<file path="src/rtl/io_decode_ctrl.sv">
`default_nettype none
// ============================================================================
// Module   : io_decode_ctrl
// Brief    : CPU I/O address decoder. Priority-ordered base/mask windows map
//            /IORQ cycles onto active-low chip selects, sequence READY with
//            programmable wait states, device stretch and a bus watchdog,
//            and expose a byte-wide configuration/status register bus.
// Revision : 1.0 - initial release
// ============================================================================
module io_decode_ctrl #(
    parameter int ADDR_W    = 8,
    parameter int NUM_WIN   = 8,
    parameter int NUM_SLOTS = 5,
    parameter int WS_W      = 4
) (
    input  logic                 clk,
    input  logic                 rst_n,
    input  logic [ADDR_W-1:0]    addr,
    input  logic                 iorq_n,
    input  logic                 r_w_,
    input  logic [NUM_SLOTS-1:0] dev_ready_n,
    input  logic                 cfg_we,
    input  logic                 cfg_re,
    input  logic [7:0]           cfg_addr,
    input  logic [7:0]           cfg_wdata,
    output logic [7:0]           cfg_rdata,
    output logic [NUM_SLOTS-1:0] cs_n,
    output logic                 ready_n,
    output logic                 io_r_w_,
    output logic                 data_oe_n,
    output logic                 data_dir,
    output logic                 ff_oe_n,
    output logic                 win_valid,
    output logic [3:0]           win_index,
    output logic [2:0]           sel_slot,
    output logic                 bus_err
);

    // Address bits that exist on this bus, expressed on a 16-bit register view
    localparam logic [15:0]          c_AMASK = 16'((32'h1 << ADDR_W) - 32'h1);
    localparam logic [NUM_SLOTS-1:0] c_ONE   = NUM_SLOTS'(1);

    typedef enum logic [2:0] {
        S_IDLE    = 3'd0,
        S_ACTIVE  = 3'd1,
        S_READY   = 3'd2,
        S_ERR     = 3'd3,
        S_NOMATCH = 3'd4
    } state_t;

    // Window configuration storage
    logic [15:0]        base_q [NUM_WIN];
    logic [15:0]        mask_q [NUM_WIN];
    logic [2:0]         slot_q [NUM_WIN];
    logic [1:0]         op_q   [NUM_WIN];
    logic [WS_W-1:0]    ws_q   [NUM_WIN];
    logic [NUM_WIN-1:0] en_q;

    // Global registers
    logic [7:0]  timeout_q;
    logic        status_q;
    logic [15:0] err_addr_q;
    logic [7:0]  rdata_q;
    logic [7:0]  rdata_d;

    // Cycle sequencing state
    state_t          state_q, state_d;
    logic [2:0]      cur_slot_q, cur_slot_d;
    logic            rw_q, rw_d;
    logic [15:0]     lat_addr_q, lat_addr_d;
    logic [WS_W-1:0] wcnt_q, wcnt_d;
    logic [7:0]      tcnt_q, tcnt_d;

    logic [15:0]        addr_ext;
    logic [3:0]         cfg_win;
    logic [3:0]         cfg_reg;
    logic               cfg_glb;
    logic               cfg_win_ok;
    logic [NUM_WIN-1:0] hit;
    logic [WS_W-1:0]    win_ws;
    logic               err_set;

    assign addr_ext   = 16'(addr);
    assign cfg_win    = cfg_addr[7:4];
    assign cfg_reg    = cfg_addr[3:0];
    assign cfg_glb    = (cfg_win == 4'hF);
    assign cfg_win_ok = ({28'd0, cfg_win} < 32'(NUM_WIN));
    assign err_set    = (state_q == S_ACTIVE) && (state_d == S_ERR);
    assign cfg_rdata  = rdata_q;
    assign bus_err    = status_q;

    // Window register writes; high bytes keep only bits that exist on the bus
    always_ff @(posedge clk or negedge rst_n) begin
        if (!rst_n) begin
            for (int i = 0; i < NUM_WIN; i++) begin
                base_q[i] <= '0;
                mask_q[i] <= '0;
                slot_q[i] <= '0;
                op_q[i]   <= 2'b11;
                ws_q[i]   <= '0;
            end
            en_q <= '0;
        end else if (cfg_we && cfg_win_ok) begin
            for (int i = 0; i < NUM_WIN; i++) begin
                if (cfg_win == 4'(i)) begin
                    case (cfg_reg)
                        4'd0: base_q[i][7:0]  <= cfg_wdata;
                        4'd1: base_q[i][15:8] <= cfg_wdata & c_AMASK[15:8];
                        4'd2: mask_q[i][7:0]  <= cfg_wdata;
                        4'd3: mask_q[i][15:8] <= cfg_wdata & c_AMASK[15:8];
                        4'd4: begin
                            en_q[i]   <= cfg_wdata[7];
                            slot_q[i] <= cfg_wdata[2:0];
                        end
                        4'd5: op_q[i] <= cfg_wdata[1:0];
                        4'd6: ws_q[i] <= cfg_wdata[WS_W-1:0];
                        default: ;
                    endcase
                end
            end
        end
    end

    // Watchdog limit, sticky error flag (set beats clear) and error address
    always_ff @(posedge clk or negedge rst_n) begin
        if (!rst_n) begin
            timeout_q  <= 8'h00;
            status_q   <= 1'b0;
            err_addr_q <= 16'h0000;
        end else begin
            if (cfg_we && cfg_glb && (cfg_reg == 4'd0)) begin
                timeout_q <= cfg_wdata;
            end
            if (err_set) begin
                status_q   <= 1'b1;
                err_addr_q <= lat_addr_q;
            end else if (cfg_we && cfg_glb && (cfg_reg == 4'd1) && cfg_wdata[0]) begin
                status_q <= 1'b0;
            end
        end
    end

    // Readback mux; unmapped registers and windows read as zero
    always_comb begin
        rdata_d = 8'h00;
        if (cfg_glb) begin
            case (cfg_reg)
                4'd0:    rdata_d = timeout_q;
                4'd1:    rdata_d = {7'd0, status_q};
                4'd2:    rdata_d = err_addr_q[7:0];
                4'd3:    rdata_d = err_addr_q[15:8];
                default: rdata_d = 8'h00;
            endcase
        end else if (cfg_win_ok) begin
            for (int i = 0; i < NUM_WIN; i++) begin
                if (cfg_win == 4'(i)) begin
                    case (cfg_reg)
                        4'd0:    rdata_d = base_q[i][7:0];
                        4'd1:    rdata_d = base_q[i][15:8];
                        4'd2:    rdata_d = mask_q[i][7:0];
                        4'd3:    rdata_d = mask_q[i][15:8];
                        4'd4:    rdata_d = {en_q[i], 4'd0, slot_q[i]};
                        4'd5:    rdata_d = {6'd0, op_q[i]};
                        4'd6:    rdata_d = 8'(ws_q[i]);
                        default: rdata_d = 8'h00;
                    endcase
                end
            end
        end
    end

    // Registered read data, updated only on a read strobe
    always_ff @(posedge clk or negedge rst_n) begin
        if (!rst_n) begin
            rdata_q <= 8'h00;
        end else if (cfg_re) begin
            rdata_q <= rdata_d;
        end
    end

    // Per-window match: enabled, address under mask, direction allowed, slot exists
    always_comb begin
        hit = '0;
        for (int i = 0; i < NUM_WIN; i++) begin
            hit[i] = en_q[i]
                  && (((addr_ext ^ base_q[i]) & mask_q[i] & c_AMASK) == 16'h0000)
                  && (r_w_ ? op_q[i][0] : op_q[i][1])
                  && (32'(slot_q[i]) < 32'(NUM_SLOTS));
        end
    end

    // Priority select: scanning downward leaves the lowest matching index
    always_comb begin
        win_valid = 1'b0;
        win_index = 4'd0;
        sel_slot  = 3'd0;
        win_ws    = '0;
        for (int i = NUM_WIN - 1; i >= 0; i--) begin
            if (hit[i]) begin
                win_valid = 1'b1;
                win_index = 4'(i);
                sel_slot  = slot_q[i];
                win_ws    = ws_q[i];
            end
        end
    end

    // Cycle state and latched cycle attributes
    always_ff @(posedge clk or negedge rst_n) begin
        if (!rst_n) begin
            state_q    <= S_IDLE;
            cur_slot_q <= 3'd0;
            rw_q       <= 1'b1;
            lat_addr_q <= 16'h0000;
            wcnt_q     <= '0;
            tcnt_q     <= 8'h00;
        end else begin
            state_q    <= state_d;
            cur_slot_q <= cur_slot_d;
            rw_q       <= rw_d;
            lat_addr_q <= lat_addr_d;
            wcnt_q     <= wcnt_d;
            tcnt_q     <= tcnt_d;
        end
    end

    // Next state: watchdog is checked before the counter advances
    always_comb begin
        state_d    = state_q;
        cur_slot_d = cur_slot_q;
        rw_d       = rw_q;
        lat_addr_d = lat_addr_q;
        wcnt_d     = wcnt_q;
        tcnt_d     = tcnt_q;
        case (state_q)
            S_IDLE: begin
                if (!iorq_n) begin
                    if (win_valid) begin
                        state_d    = S_ACTIVE;
                        cur_slot_d = sel_slot;
                        rw_d       = r_w_;
                        lat_addr_d = addr_ext;
                        wcnt_d     = win_ws;
                        tcnt_d     = 8'h00;
                    end else begin
                        state_d = S_NOMATCH;
                    end
                end
            end
            S_ACTIVE: begin
                if (iorq_n) begin
                    state_d = S_IDLE;
                end else if ((timeout_q != 8'h00) && (tcnt_q == timeout_q)) begin
                    state_d = S_ERR;
                end else begin
                    if (tcnt_q != 8'hFF) begin
                        tcnt_d = tcnt_q + 8'd1;
                    end
                    if (wcnt_q != '0) begin
                        wcnt_d = wcnt_q - 1'b1;
                    end else if (dev_ready_n[cur_slot_q]) begin
                        state_d = S_READY;
                    end
                end
            end
            default: begin
                if (iorq_n) begin
                    state_d = S_IDLE;
                end
            end
        endcase
    end

    // Bus outputs decoded from the current state; idle values double as reset values
    always_comb begin
        cs_n      = '1;
        ready_n   = 1'b1;
        io_r_w_   = 1'b1;
        data_oe_n = 1'b1;
        data_dir  = 1'b0;
        ff_oe_n   = 1'b1;
        case (state_q)
            S_ACTIVE: begin
                cs_n      = ~(c_ONE << cur_slot_q);
                ready_n   = 1'b0;
                io_r_w_   = rw_q;
                data_oe_n = 1'b0;
                data_dir  = rw_q;
            end
            S_READY: begin
                cs_n      = ~(c_ONE << cur_slot_q);
                io_r_w_   = rw_q;
                data_oe_n = 1'b0;
                data_dir  = rw_q;
                ff_oe_n   = ~rw_q;
            end
            default: ;
        endcase
    end

endmodule
`default_nettype wire

</file>
<file path="config.mk">
export PLATFORM = sky130hd
export DESIGN_NAME = io_decode_ctrl
export DESIGN_NICKNAME = d
export VERILOG_FILES = /design/src/rtl/io_decode_ctrl.sv
export SDC_FILE = /design/constraint.sdc
export NUM_CORES = 1
export LEC_CHECK = 0
export CAP_MARGIN = 20
export CORE_MARGIN = 4
export CORE_UTILIZATION = 50
export CTS_BUF_LIST = sky130_fd_sc_hd__clkbuf_2
export DETAILED_ROUTE_END_ITERATION = 8
export PLACE_DENSITY = 0.8
export SETUP_SLACK_MARGIN = 0.5
export SYNTH_ARGS = -nofsm -noshare
export SYNTH_HDL_FRONTEND = slang
export SYNTH_SLANG_ARGS = --single-unit
</file>
<file path="constraint.sdc">
create_clock -name clk -period 4.28 [get_ports clk]
set_input_delay 0.856 -clock clk [delete_from_list [all_inputs] [get_ports clk]]
set_output_delay 0.856 -clock clk [all_outputs]
set_load 0.005 [all_outputs]
</file>
### Word-level counts from Yosys, hierarchy flattened

Index checks and enable logic that the tools add are counted.

* output and inout bits: 27
* register bits after elaboration: 260

* eq/ne operators: 24
* mux-type cells: 89
* bitwise logic cells: 19
* shifts and indexed selects: 1
* reductions and logical operators: 90
* magnitude comparators: 10
* $add $sub $neg: 2

Operator list (count)
* one-hot mux 8 bit (5 select lines): 8
* logical NOT 16 bit: 8
* AND reduction 3 bit: 41
* 2-to-1 mux 8 bit: 15
* 2-to-1 mux 4 bit: 20
* bitwise AND 8 bit: 8
* bitwise XOR 8 bit: 8
* 2-to-1 mux 3 bit: 16
* logical AND 1 bit: 31
* equality test 4 x 3 -> 1 bit, second input constant: 7
* < comparator 3 bit, second input constant: 8
* 2-to-1 mux 1 bit: 24
* one-hot mux 8 bit (3 select lines): 1
* one-hot mux 8 bit (2 select lines): 1
* equality test 4 x 2 -> 1 bit, second input constant: 3
* AND reduction 6 bit: 2
* adder 8 x 1 -> 8 bit, second input constant: 1
* equality test 4 x 1 -> 1 bit, second input constant: 2
* equality test 8 bit: 1
* logical NOT 4 bit: 2
* inequality test 2 bit, second input constant: 4
* inequality test 8 bit, second input constant: 1
* one-hot mux 4 bit (2 select lines): 1
* nonzero test 8 bit: 1
* other kinds (17): 21

### Logic depth before layout (Yosys ltp)

Gate-level depths: netlist of run 1.

* word-level depth: 20
* depth in mapped cells: 11
* mapped depth without buffers: 9

### Worst setup path before layout of run 1

Ideal clock, no wire load.

* kind: input -> output
* from: input r_w_
* to: output sel_slot[0]
* cell stages on the path: 11
* arrival: 2.678 ns
* path slack: 0.746 ns
* cells stage by stage: buf_4 mux2_1 and3_1 nand3_1 nor2_1 buf_2 nor3_1 a22oi_1 o211ai_1 o21ai_0 o21ai_0

* word-level cells in the longest chain between the ends: 11
* elaborated cells between the ends (all ways): 32

Ends and longest elaborated chain
* start, declared: line 20 `input logic r_w_,`
* 2-to-1 mux 1 bit: line 187 `&& (r_w_ ? op_q[i][0] : op_q[i][1])`
* logical AND 1 bit: line 187
* logical AND 1 bit: line 188 `&& (32'(slot_q[i]) < 32'(NUM_SLOTS));`
* 2-to-1 mux 3 bit (7 in a row): line 199 `if (hit[i]) begin`
* 2-to-1 mux 3 bit *: line 199
* end, declared: line 35 `output logic [2:0] sel_slot,`

Every way passes the cells marked *; elsewhere a longest branch is shown, timed or not.

### Final worst setup path of run 1

* from: register slot_q[9] (netlist bit)
* to: register wcnt_q[2]

* word-level cells in the longest chain between the ends: 10
* elaborated cells between the ends (all ways): 17

Ends and longest elaborated chain
* start, declared: line 54 `logic [2:0] slot_q [NUM_WIN];`
* start signal, assigned by index: line 113 `slot_q[i] <= cfg_wdata[2:0];`
* < comparator 3 bit *: line 188
* logical AND 1 bit *: line 188
* 2-to-1 mux 4 bit (5 in a row): line 199
* 2-to-1 mux 4 bit: line 238 `if (win_valid) begin`
* 2-to-1 mux 4 bit: line 237 `if (!iorq_n) begin`
* one-hot mux 4 bit (2 select lines): line 235 `case (state_q)`
* end signal, assigned: line 222 `wcnt_q <= wcnt_d;`
* end, declared: line 71 `logic [WS_W-1:0] wcnt_q, wcnt_d;`

Every way passes the cells marked *; elsewhere a longest branch is shown, timed or not. The select of a mux whose other input is x is not followed.
A chain may end at the register's enable or synchronous reset.

==> metrics.md, run 1 <==
| Metric | Value |
|---|---|
| H-tree levels | 3 |
| Hold crit path type | in2async |
| Drt via density | 6.69 |
| Mapped cell area | 13800 um^2 |
| 1st-pass router iterations | 9 |
| Final Wtd Congestion | about 0.94 |
| Largest net degree at the start of global routing | 102 |
| Nets | 1476 |
| Reg2reg end | wcnt_q[2] |
| DRC Markers | 0 |
| Hold Violations, Final | 0 |
| Num CTS Buffers | 69 |
| Setup Viol. Count Final | 0 |
| Die area | between 30000 and 40000 um^2 |
| Max Transition Viols Final | 0 |
| Drt total wl | roughly 46 mm |
| Crit path capture type | flop |
| Critical Setup Path Class | reg2reg |
| Leakage power | 7.96 nW |
| Vias post-DR | between 10000 and 15000 |
| Worst Skew | between 70 and 80 ps |
| Slew headroom | 37.9% |
| HPWL Detailed | 29.7 mm |
| Tot Pwr | 4.97 mW |
| Total core area | 27000 um^2 |
| Avg Cell Area, Syn | 11.4 um^2 |
| Die Y | roughly 170 um |
| CTS Hold Buffers Added | 0 |
| CTS Buffer Depth | 3 |
| Fraction of layout cells with a size suffix above 1 | between 40% and 50% |
| Worst R2R Start | slot_q[9] |
| Synth async-reset ratio | 100% |
| Pre-CTS setup slack | -271 ps |
| Max Cap Viol | 0 |
| Fmax | between 200 and 250 MHz |
| Reg2Reg Depth | 26 |
| EDFF count, synth | 0 |
| Warnings from Yosys | 0 |
| Post-Syn Instances | between 1000 and 1500 |
| Final period utilization | between 90% and 100% |
| Final antenna-violating net count | 0 |
| Worst-path clk slew | 110 ps |
| CP Launch Type | flop |
| CTS tree | yes |
| Final core utilization | between 60% and 70% |
| Routed length per instance | 25.1 um |
| CP required | about 5000 ps |
| Seq/Total Area, Yosys | 47.4% |
| Slew @ Worst Pin | 929 ps |
| Starting Density | approximately 51% |
| Clk root buf | clkbuf_2 |
| Final min period | 4100 ps |
| First-pass GRT wire length | 68.6 mm |
| Vias in the first global route | 12200 |
| Clk_lat worst skew | approximately 850 ps |
| Die width | 174 um |
| Post-synth top flop | dfrtp_1 |
| Num ports | 62 |
| RSZ-0062 raised after global routing | yes |
| WHS | 48.6 ps |
| Netlist cell types | 72 |
| Post-Syn Nets | 1244 |
| Initial antenna violation count | 1 |
| Worst endpoint data arrival time | ~4800 ps |
| DRT iter0 DRCs | 1444 |
| FF-to-FF setup slack | 180 ps |
| Port Buffers | 60 |
| Area grow syn2layout | 23.1% |
| Clock Sinks | 260 |
| Max FO, Critical Path | 4 |
| Worst VDD drop | 134 uV |
| Setup ws final | approximately 180 ps |
| Status | completed |
| # rows | 60 |
| Power Density | 293 nW/um^2 |
| #FFs+latches synth | 260 |
| GRT Overall Usage | around 29% |
| Gr ovfl total | 0 |
| Setup_tns | 0 ps |
-- through the flow --
stage / instances / area [um^2]
final: 1820 / 16900
after global routing: 1820 / 16900
after CTS: 1804 / 16600
after detailed placement: 1627 / 15400
after global placement: 1626 / 15300
after floorplan: 1206 / 13800
-- synth_stat cells (6+ instances only) --
master | count | area share, %
a221oi_1 | 9 | 0.57
nand3_1 | 42 | 1.5
o211ai_1 | 6 | 0.33
nor3_1 | 16 | 0.58
a222oi_1 | 17 | 1.2
or2_2 | 6 | 0.27
inv_1 | 20 | 0.55
a21oi_1 | 41 | 1.5
nand2_1 | 58 | 1.6
xor2_1 | 74 | 4.7
a31oi_1 | 12 | 0.55
o21ai_0 | 24 | 0.87
buf_2 | 27 | 0.98
mux2_2 | 239 | 20
and3_1 | 11 | 0.50
nand2b_1 | 6 | 0.27
a22o_1 | 7 | 0.45
nand4_1 | 8 | 0.36
a211oi_1 | 12 | 0.65
dfstp_2 | 17 | 3.2
a22oi_1 | 94 | 5.1
nor2_1 | 57 | 1.6
o221ai_1 | 12 | 0.76
clkbuf_1 | 45 | 1.2
dfrtp_1 | 243 | 44
-- cells in the final DEF, fill, tap and decap left out, types with 5 or more instances in the layout --
| cell | netlist | routed |
|---|---|---|
| clkbuf_2 | 0 | 95 |
| a31oi_1 | 12 | 12 |
| nand3_1 | 42 | 37 |
| clkdlybuf4s50_1 | 0 | 43 |
| buf_12 | 0 | 11 |
| inv_1 | 20 | 19 |
| a221oi_1 | 9 | 9 |
| xor2_1 | 74 | 72 |
| a22o_1 | 7 | 7 |
| a22oi_1 | 94 | 84 |
| buf_6 | 4 | 41 |
| a222oi_1 | 17 | 17 |
| mux2_2 | 239 | 239 |
| and3_1 | 11 | 8 |
| xnor2_1 | 5 | 5 |
| clkinv_1 | 0 | 13 |
| dfrtp_1 | 243 | 242 |
| nand4_1 | 8 | 8 |
| buf_2 | 27 | 5 |
| a211oi_1 | 12 | 9 |
| nor3_1 | 16 | 13 |
| a22oi_2 | 0 | 10 |
| buf_4 | 3 | 129 |
| nand2b_1 | 6 | 6 |
| o21ai_0 | 24 | 17 |
| nor4_1 | 5 | 5 |
| o221ai_1 | 12 | 9 |
| nor2_1 | 57 | 51 |
| o21ai_1 | 0 | 5 |
| a221o_1 | 5 | 5 |
| dfstp_2 | 17 | 17 |
| nand2_2 | 0 | 6 |
| o211ai_1 | 6 | 6 |
| nand2_1 | 58 | 51 |
| dlygate4sd2_1 | 0 | 9 |
| a21oi_1 | 41 | 40 |
-- registers in the layout, indices dropped and copies added, names as in the netlist --
register	flops
err_addr_q	8
slot_q	24
base_q	64
op_q	16
tcnt_q	8
cur_slot_q	3
timeout_q	8
lat_addr_q	8
wcnt_q	4
bus_err	1
mask_q	64
en_q	8
rw_q	1
state_q	3
ws_q	32
cfg_rdata	8
-- power breakdown --
part / switching (mW) / internal, mW
Sequential: 0.138 / 2.58
Clock: 1.02 / 0.589
Combinational: 0.348 / 0.287
-- critical path, stage by stage, from the launching register on --
cell      delay (ps)
dfrtp_1          480
o21ai_1          240
and3_4           240
nand3_4           80
buf_6            130
buf_4            120
buf_4            120
buf_4            120
buf_4            120
buf_4            130
buf_4            120
buf_4            130
buf_6            110
buf_4            120
buf_4            120
buf_4            140
buf_4            130
buf_4            120
buf_4            120
buf_4            120
buf_6            110
nor3_4           140
nor2_2            60
o221ai_2          60
a211o_1          230
a211oi_2          90
a211o_1          290
-- how the worst max path moves through the flow --
stage	end	cells past startpoint	from	slack, ps
CTS	sel_slot[0]	11	base_q[17]	360
global route	wcnt_q[2]	26	slot_q[10]	90
detailed placement	sel_slot[0]	12	addr[0]	-270
floorplan	sel_slot[0]	11	r_w_	750
global placement	sel_slot[1]	12	r_w_	-270
finish	wcnt_q[2]	26	slot_q[9]	180
-- what timing repair did --
item	CTS	global route
buffers inserted	66	15
gates resized for setup	94	54
endpoints found under the setup margin	7	10
pin swaps	38	29
-- layer usage --
metal	wire length (um)	vias up	share of wire (%)	track usage (%)
met5	0	-	0	0
met4	2900	0	6.4	16.5
met3	5290	237	12	7.76
met2	20500	902	45	44.5
met1	16900	5998	37	36.5
li1	-	5035	-	-
-- cells by family (layout without fill, tap and decap cells) --
logic type / Yosys count / in the layout / share of synthesized area, %
flops: 260 / 260 / 47.4
compound gates: 279 / 279 / 15.1
fa+ha+maj: 3 / 3 / 0.273
buf+inv: 101 / 373 / 3.30
mux: 247 / 247 / 20.3
xor+xnor: 79 / 79 / 5.03
other cells: 1 / 2 / 0.0272
simple gates: 236 / 236 / 8.58
-- layout make-up --
cell class / count / area, um^2
clock inverter: 16 / 62.6
sequential: 260 / 6530
inverter: 20 / 75.1
clock buffer: 95 / 475
tap: 341 / 427
antenna: 1 / 2.50
timing repair buffer: 242 / 2250
multi-input combinational: 845 / 7120
fill: 1948 / 10100
Note: power is estimated with default switching activity, not from simulation.
==> run 2, diff against run 1 <==
--- a/config.mk
+++ b/config.mk
@@ -6,6 +6,7 @@
 export NUM_CORES = 1
 export LEC_CHECK = 0
 export CAP_MARGIN = 20
+export CORE_ASPECT_RATIO = 0.5
 export CORE_MARGIN = 4
 export CORE_UTILIZATION = 50
 export CTS_BUF_LIST = sky130_fd_sc_hd__clkbuf_2
==> run 2 against run 1 <==
  * Combinational power down 1%
  * Wire length rose by 2.5%
  * Critical endpoint is now sel_slot[0]
  * Flip-flop and latch count unchanged
==> metrics.md, run 2 (same netlist as run 1, synthesis figures left out) <==
| Metric | Value |
|---|---|
| Final antenna-violating net count | 0 |
| Worst endpoint data arrival time | 3340 ps |
| Die width | 243 um |
| Setup_tns | 0 ps |
| # rows | 42 |
| CTS Buffer Depth | 3 |
| Hold-critical path depth | 3 |
| Status | completed |
| Fmax | 239 MHz |
| Critical path's slowest cell | clkdlybuf4s50_1 |
| Num ports | 62 |
| 1st-pass router iterations | 6 |
| First-pass GRT wire length | around 70 mm |
| Area grow syn2layout | 19.2% |
| Switching power | approximately 1.5 mW |
| Drt via density | 6.50 |
| CP Launch Type | input port |
| Drt total wl | 46.7 mm |
| Reg2reg end | lat_addr_q[2] |
| Max FO, Critical Path | 8 |
| Initial antenna violation count | 1 |
| Die area | 30400 um^2 |
| Power Density | 302 nW/um^2 |
| CTS tree | yes |
| Logic pwr share | 12.7% |
| Worst-path clk slew | ~110 ps |
| DRT iter0 DRCs | 1493 |
| Worst Hold Launch | addr[7] |
| Clk_lat worst skew | 1010 ps |
| Num CTS Buffers | 60 |
| Net Sw Frac | between 30% and 40% |
| Hold EP | lat_addr_q[7] |
| Leading cell type in the layout, fill and taps excluded | dfrtp_1 |
| Reg power frac | 55.1% |
| Hold crit path type | in2reg |
| Port Buffers | 60 |
| Final period utilization | between 90 and 100% |
| Met3 wire len | 6.91 mm |
| Hold Violations, Final | 0 |
| Gr ovfl total | 0 |
| Setup Viol. Count Final | 0 |
| Worst R2R Start | base_q[22] |
| Critical Setup Path Class | in2out |
| Wl on met1 | 19.5 mm |
| Max layer used | met5 |
| Fill count | 2132 |
| Clk network pwr share | 32.2% |
| Reg2Reg Depth | 13 |
| DRC Markers | 0 |
| Tot Pwr | roughly 5.0 mW |
| Starting Density | between 50% and 60% |
| Crit-path cells | clkdlybuf4s50_1 > buf_6 > xor2_2 > a22o_1 > a221oi_4 > nand4b_4 > and2_4 > buf_6 > a211oi_4 > o211ai_1 > o21ai_1 > o21ai_1 > buf_2 |
| RSZ-0062 raised after global routing | yes |
| Vias in the first global route | 11600 |
| Largest regs | base_q (64), mask_q (64), ws_q (32) |
| Met2 WL | 18.9 mm |
| Clk root buf | clkbuf_2 |
| Nets | around 1400 |
| Slew headroom | between 40 and 50% |
| Crit path capture type | output port |
| Total core area | 26700 um^2 |
| Final Wtd Congestion | 0.992 |
| Vias post-DR | 11600 |
| Clock Sinks | between 200 and 300 |
| Most frequent cells in the layout | dfrtp_1 (243), mux2_2 (239), buf_4 (115) |
| Die Y | around 130 um |
| Worst VDD drop | 166 uV |
| FF-to-FF setup slack | 1140 ps |
| GRT Overall Usage | 30.3% |
| Leakage power | 7.68 nW |
| Largest net degree at the start of global routing | 105 |
| Internal Power | approximately 3.4 mW |
| H-tree levels | 2 |
| CP required | 3420 ps |
| Slew @ Worst Pin | roughly 770 ps |
| Max Cap Viol | 0 |
| HPWL Detailed | 33.6 mm |
| Routed length per instance | 26.1 um |
| Worst Skew | 88.1 ps |
| Fraction of layout cells with a size suffix above 1 | 38.3% |
| CP peak stage delay | roughly 430 ps |
| Final min period | 4190 ps |
| Max Transition Viols Final | 0 |
-- run 2: cell count changes in the layout (fill, tap and decap cells not counted), sizes merged, moves of 4 or more --
cell / change
buf: -40
clkbuf: -9
dlygate4sd2: -5
clkdlybuf4s50: +4
clkinv: +7
-- run 2: area by class of cell --
type                       instances  area (um^2)  area share [%]
multi-input combinational        845         7000            42.7
sequential                       260         6530            39.8
timing repair buffer             200         1830            11.2
tap                              352          440            2.68
clock buffer                      86          430            2.62
clock inverter                    24         98.8           0.602
inverter                          20         75.1           0.457
antenna                            1         2.50          0.0152
-- run 2: metal layers --
layer,up-vias,track usage [%]
met4,2,8.54
li1,4939,-
met5,-,3.56
met1,5809,42.0
met3,120,14.3
met2,747,42.1
-- run 2: how the worst max path moves through the flow --
stage,start,endpoint,slack [ps],cells after the start
final,addr[6],sel_slot[0],90,13
after global routing,base_q[22],sel_slot[0],3,11
after CTS,base_q[22],sel_slot[0],70,11
after detailed placement,addr[7],sel_slot[0],-370,13
after global placement,r_w_,sel_slot[2],-300,11
after floorplan,r_w_,sel_slot[0],750,11
-- run 2: timing repair --
| action | CTS | global route |
|---|---|---|
| pin swaps | 24 | 15 |
| setup endpoints to repair | 9 | 10 |
| endpoints found under the hold margin | 100 | 0 |
| gates cloned | 0 | 0 |
| hold buffers | 1 | 0 |
| gates resized for setup | 68 | 20 |
| buffers inserted | 20 | 4 |
-- run 2: critical path, delay by kind of cell --
kind	cells	cell delay, ps
AOI/OAI and AO/OA	6	1040
and+or+nand+nor	2	380
xor gates and xnor gates	1	200
buffers and inverters	4	860
-- run 2: power groups by stage --
stage                     registers (mW)  logic [mW]  clock network (mW)
final                               2.73       0.627                1.60
after global routing                2.74       0.669                1.76
after CTS                           2.72       0.610                1.61
after detailed placement            2.77       0.589                   0
after global placement              2.76       0.567                   0
after floorplan                     2.70       0.315                   0
-- run 2: metrics by stage --
step / hold slack [ps] / util (%) / cells / area, um^2 / setup WS, ps
after floorplan: 473 / - / 1206 / 13800 / 746
after global placement: 484 / 57.7 / 1650 / 15400 / -297
after detailed placement: 498 / 57.8 / 1651 / 15500 / -367
after CTS: 359 / 60.9 / 1782 / 16300 / 70.8
after global routing: 367 / 61.4 / 1788 / 16400 / 2.98
final: 388 / 61.4 / 1788 / 16400 / 88.0
==> run 3, diff against run 2 <==
--- a/config.mk
+++ b/config.mk
@@ -8,11 +8,12 @@
 export CAP_MARGIN = 20
 export CORE_ASPECT_RATIO = 0.5
 export CORE_MARGIN = 4
-export CORE_UTILIZATION = 50
+export CORE_UTILIZATION = 45
 export CTS_BUF_LIST = sky130_fd_sc_hd__clkbuf_2
 export DETAILED_ROUTE_END_ITERATION = 8
-export PLACE_DENSITY = 0.8
+export PLACE_DENSITY = 0.74
 export SETUP_SLACK_MARGIN = 0.5
+export SLEW_MARGIN = 15
 export SYNTH_ARGS = -nofsm -noshare
 export SYNTH_HDL_FRONTEND = slang
 export SYNTH_SLANG_ARGS = --single-unit
==> run 3 against run 2 <==
  * Total power up 3.0%
  * Highest routed layer unchanged
  * Critical endpoint is now sel_slot[2]
  * Critical path depth down 1
  * Wire length up 1.9%
  * Clock-buffer cell count down 4
  * Hold slack better by 41 ps
==> metrics.md, run 3 (same netlist as run 1, synthesis figures left out) <==
| Metric | Value |
|---|---|
| DRT iter0 DRCs | between 1500 and 2000 |
| Fmax | 234 MHz |
| Fraction of layout cells with a size suffix above 1 | 40.6% |
| CTS tree | yes |
| Total core area | 29600 um^2 |
| CP required | 3420 ps |
| Clk network pwr share | 34.3% |
| GRT Overall Usage | 27.4% |
| Hold crit path type | in2reg |
| Final Wtd Congestion | 0.985 |
| Drt via density | 6.38 |
| Hold-critical path depth | 3 |
| Starting Density | 46.6% |
| CTS Buffer Depth | 3 |
| Setup_tns | 0 ps |
| Final Cell Area | 16800 um^2 |
| Placed standard-cell area | ~15000 um^2 |
| Most frequent cells in the layout | dfrtp_1 (243), mux2_2 (239), buf_4 (122) |
| Switching power | 1.54 mW |
| Initial antenna violation count | 2 |
| FF-to-FF setup slack | approximately 30 ps |
| 1st-pass router iterations | 6 |
| DRC Markers | 0 |
| Hold EP | lat_addr_q[7] |
| WHS | 429 ps |
| Met2 WL | 20.3 mm |
| Die area | about 34000 um^2 |
| Worst VDD drop | roughly 150 uV |
| Worst Hold Launch | addr[7] |
| Clock Sinks | 260 |
| # rows | 44 |
| Leakage power | roughly 7.9 nW |
| Critical Setup Path Class | reg2out |
| Tot Pwr | 5.11 mW |
| H-tree levels | 2 |
| Vias post-DR | 11800 |
| Max Cap Viol | 0 |
| Wl on met1 | 20.1 mm |
| Status | completed |
| Hold Violations, Final | 0 |
| Largest regs | base_q (64), mask_q (64), ws_q (32) |
| Port Buffers | 60 |
| Clk_lat worst skew | about 950 ps |
| Routed length per instance | 25.7 um |
| Vias in the first global route | 11800 |
| Num ports | 62 |
| Largest net degree at the start of global routing | 114 |
| Worst endpoint data arrival time | 3420 ps |
| Area grow syn2layout | 22.3% |
| Num CTS Buffers | 58 |
| Reg power frac | 53.4% |
| Clk root buf | clkbuf_2 |
| Final core utilization | 57.0% |
| First-pass GRT wire length | roughly 72 mm |
| Drt total wl | 47.7 mm |
| Worst-path clk slew | ~110 ps |
| Met3 wire len | 6.24 mm |
| Power Density | 303 nW/um^2 |
| Leading cell type in the layout, fill and taps excluded | dfrtp_1 |
| Worst Skew | approximately 61 ps |
| Max FO, Critical Path | 3 |
| Slew headroom | 20.0% |
| Setup Viol. Count Final | 0 |
| Max layer used | met5 |
| Internal Power | between 3 and 4 mW |
| Net Sw Frac | between 30% and 40% |
| Logic pwr share | between 10% and 20% |
| Die width | 255 um |
| CP Launch Type | flop |
| Final period utilization | 99.9% |
| Crit path capture type | output port |
| Die Y | 132 um |
| RSZ-0062 raised after global routing | yes |
| Slew @ Worst Pin | between 1000 and 1500 ps |
| Final min period | 4270 ps |
| HPWL Detailed | 33.1 mm |
| Nets | 1451 |
| Final antenna-violating net count | 0 |
| Reg2reg end | cur_slot_q[0] |
| Gr ovfl total | 0 |
| Max Transition Viols Final | 0 |
| Worst R2R Start | op_q[4] |
| Reg2Reg Depth | 28 |
run 3: worst max-delay path, cell delays in order (launching register included):
cell and delay, ps:
dfrtp_1 410, xor2_1 170, a22o_1 290, a221oi_4 240, nand4b_4 180, buf_6 160, buf_6 110, nor2_4 80
a211oi_2 40, o211ai_1 280, o21ai_1 170, o21ai_1 190, buf_2 150
run 3: cell type report:
type	count	area, um^2
clock inverters	25	178
multi-input cells	845	7110
clock buffers	82	410
flip-flops and latches	260	6530
diodes	1	2.50
well taps	391	489
inverters	20	75.1
fillers	2380	12700
repair buffers	228	2050
run 3: power groups by stage:
stage	Sequential [mW]	Combinational, mW	Clock, mW
2_1_floorplan	2.70	0.315	0
3_3_place_gp	2.75	0.561	0
3_5_place_dp	2.76	0.577	0
4_1_cts	2.71	0.609	1.77
5_1_grt	2.74	0.670	1.90
6_report	2.73	0.627	1.76
run 3: metrics by stage:
step / std cells / setup WS, ps
CTS: 1845 / 95.2
global placement: 1688 / -384
detailed placement: 1688 / -420
finish: 1852 / 6.04
global route: 1852 / -137
floorplan: 1206 / 746
run 3: timing repair:
item                                    in CTS  in global routing
hold buffers                                 1                  0
resized for setup                          123                 22
hold endpoints to repair                    51                  0
endpoints found under the setup margin       9                 11
buffers inserted                            49                  6
pin swaps                                   39                 23
run 3: how the worst max path moves through the flow:
stage | from | to | slack (ps) | cells after the start
final | base_q[17] | sel_slot[2] | 6 | 12
after global routing | base_q[17] | sel_slot[1] | -140 | 11
after CTS | base_q[17] | sel_slot[2] | 100 | 12
after detailed placement | addr[3] | sel_slot[0] | -420 | 13
after global placement | addr[3] | sel_slot[0] | -380 | 13
after floorplan | r_w_ | sel_slot[0] | 750 | 11
run 3: per-layer routing:
layer	vias to the layer above	global-route usage (%)
li1	4995	-
met1	6050	39.3
met2	666	39.6
met3	107	9.07
met4	2	7.89
met5	-	0
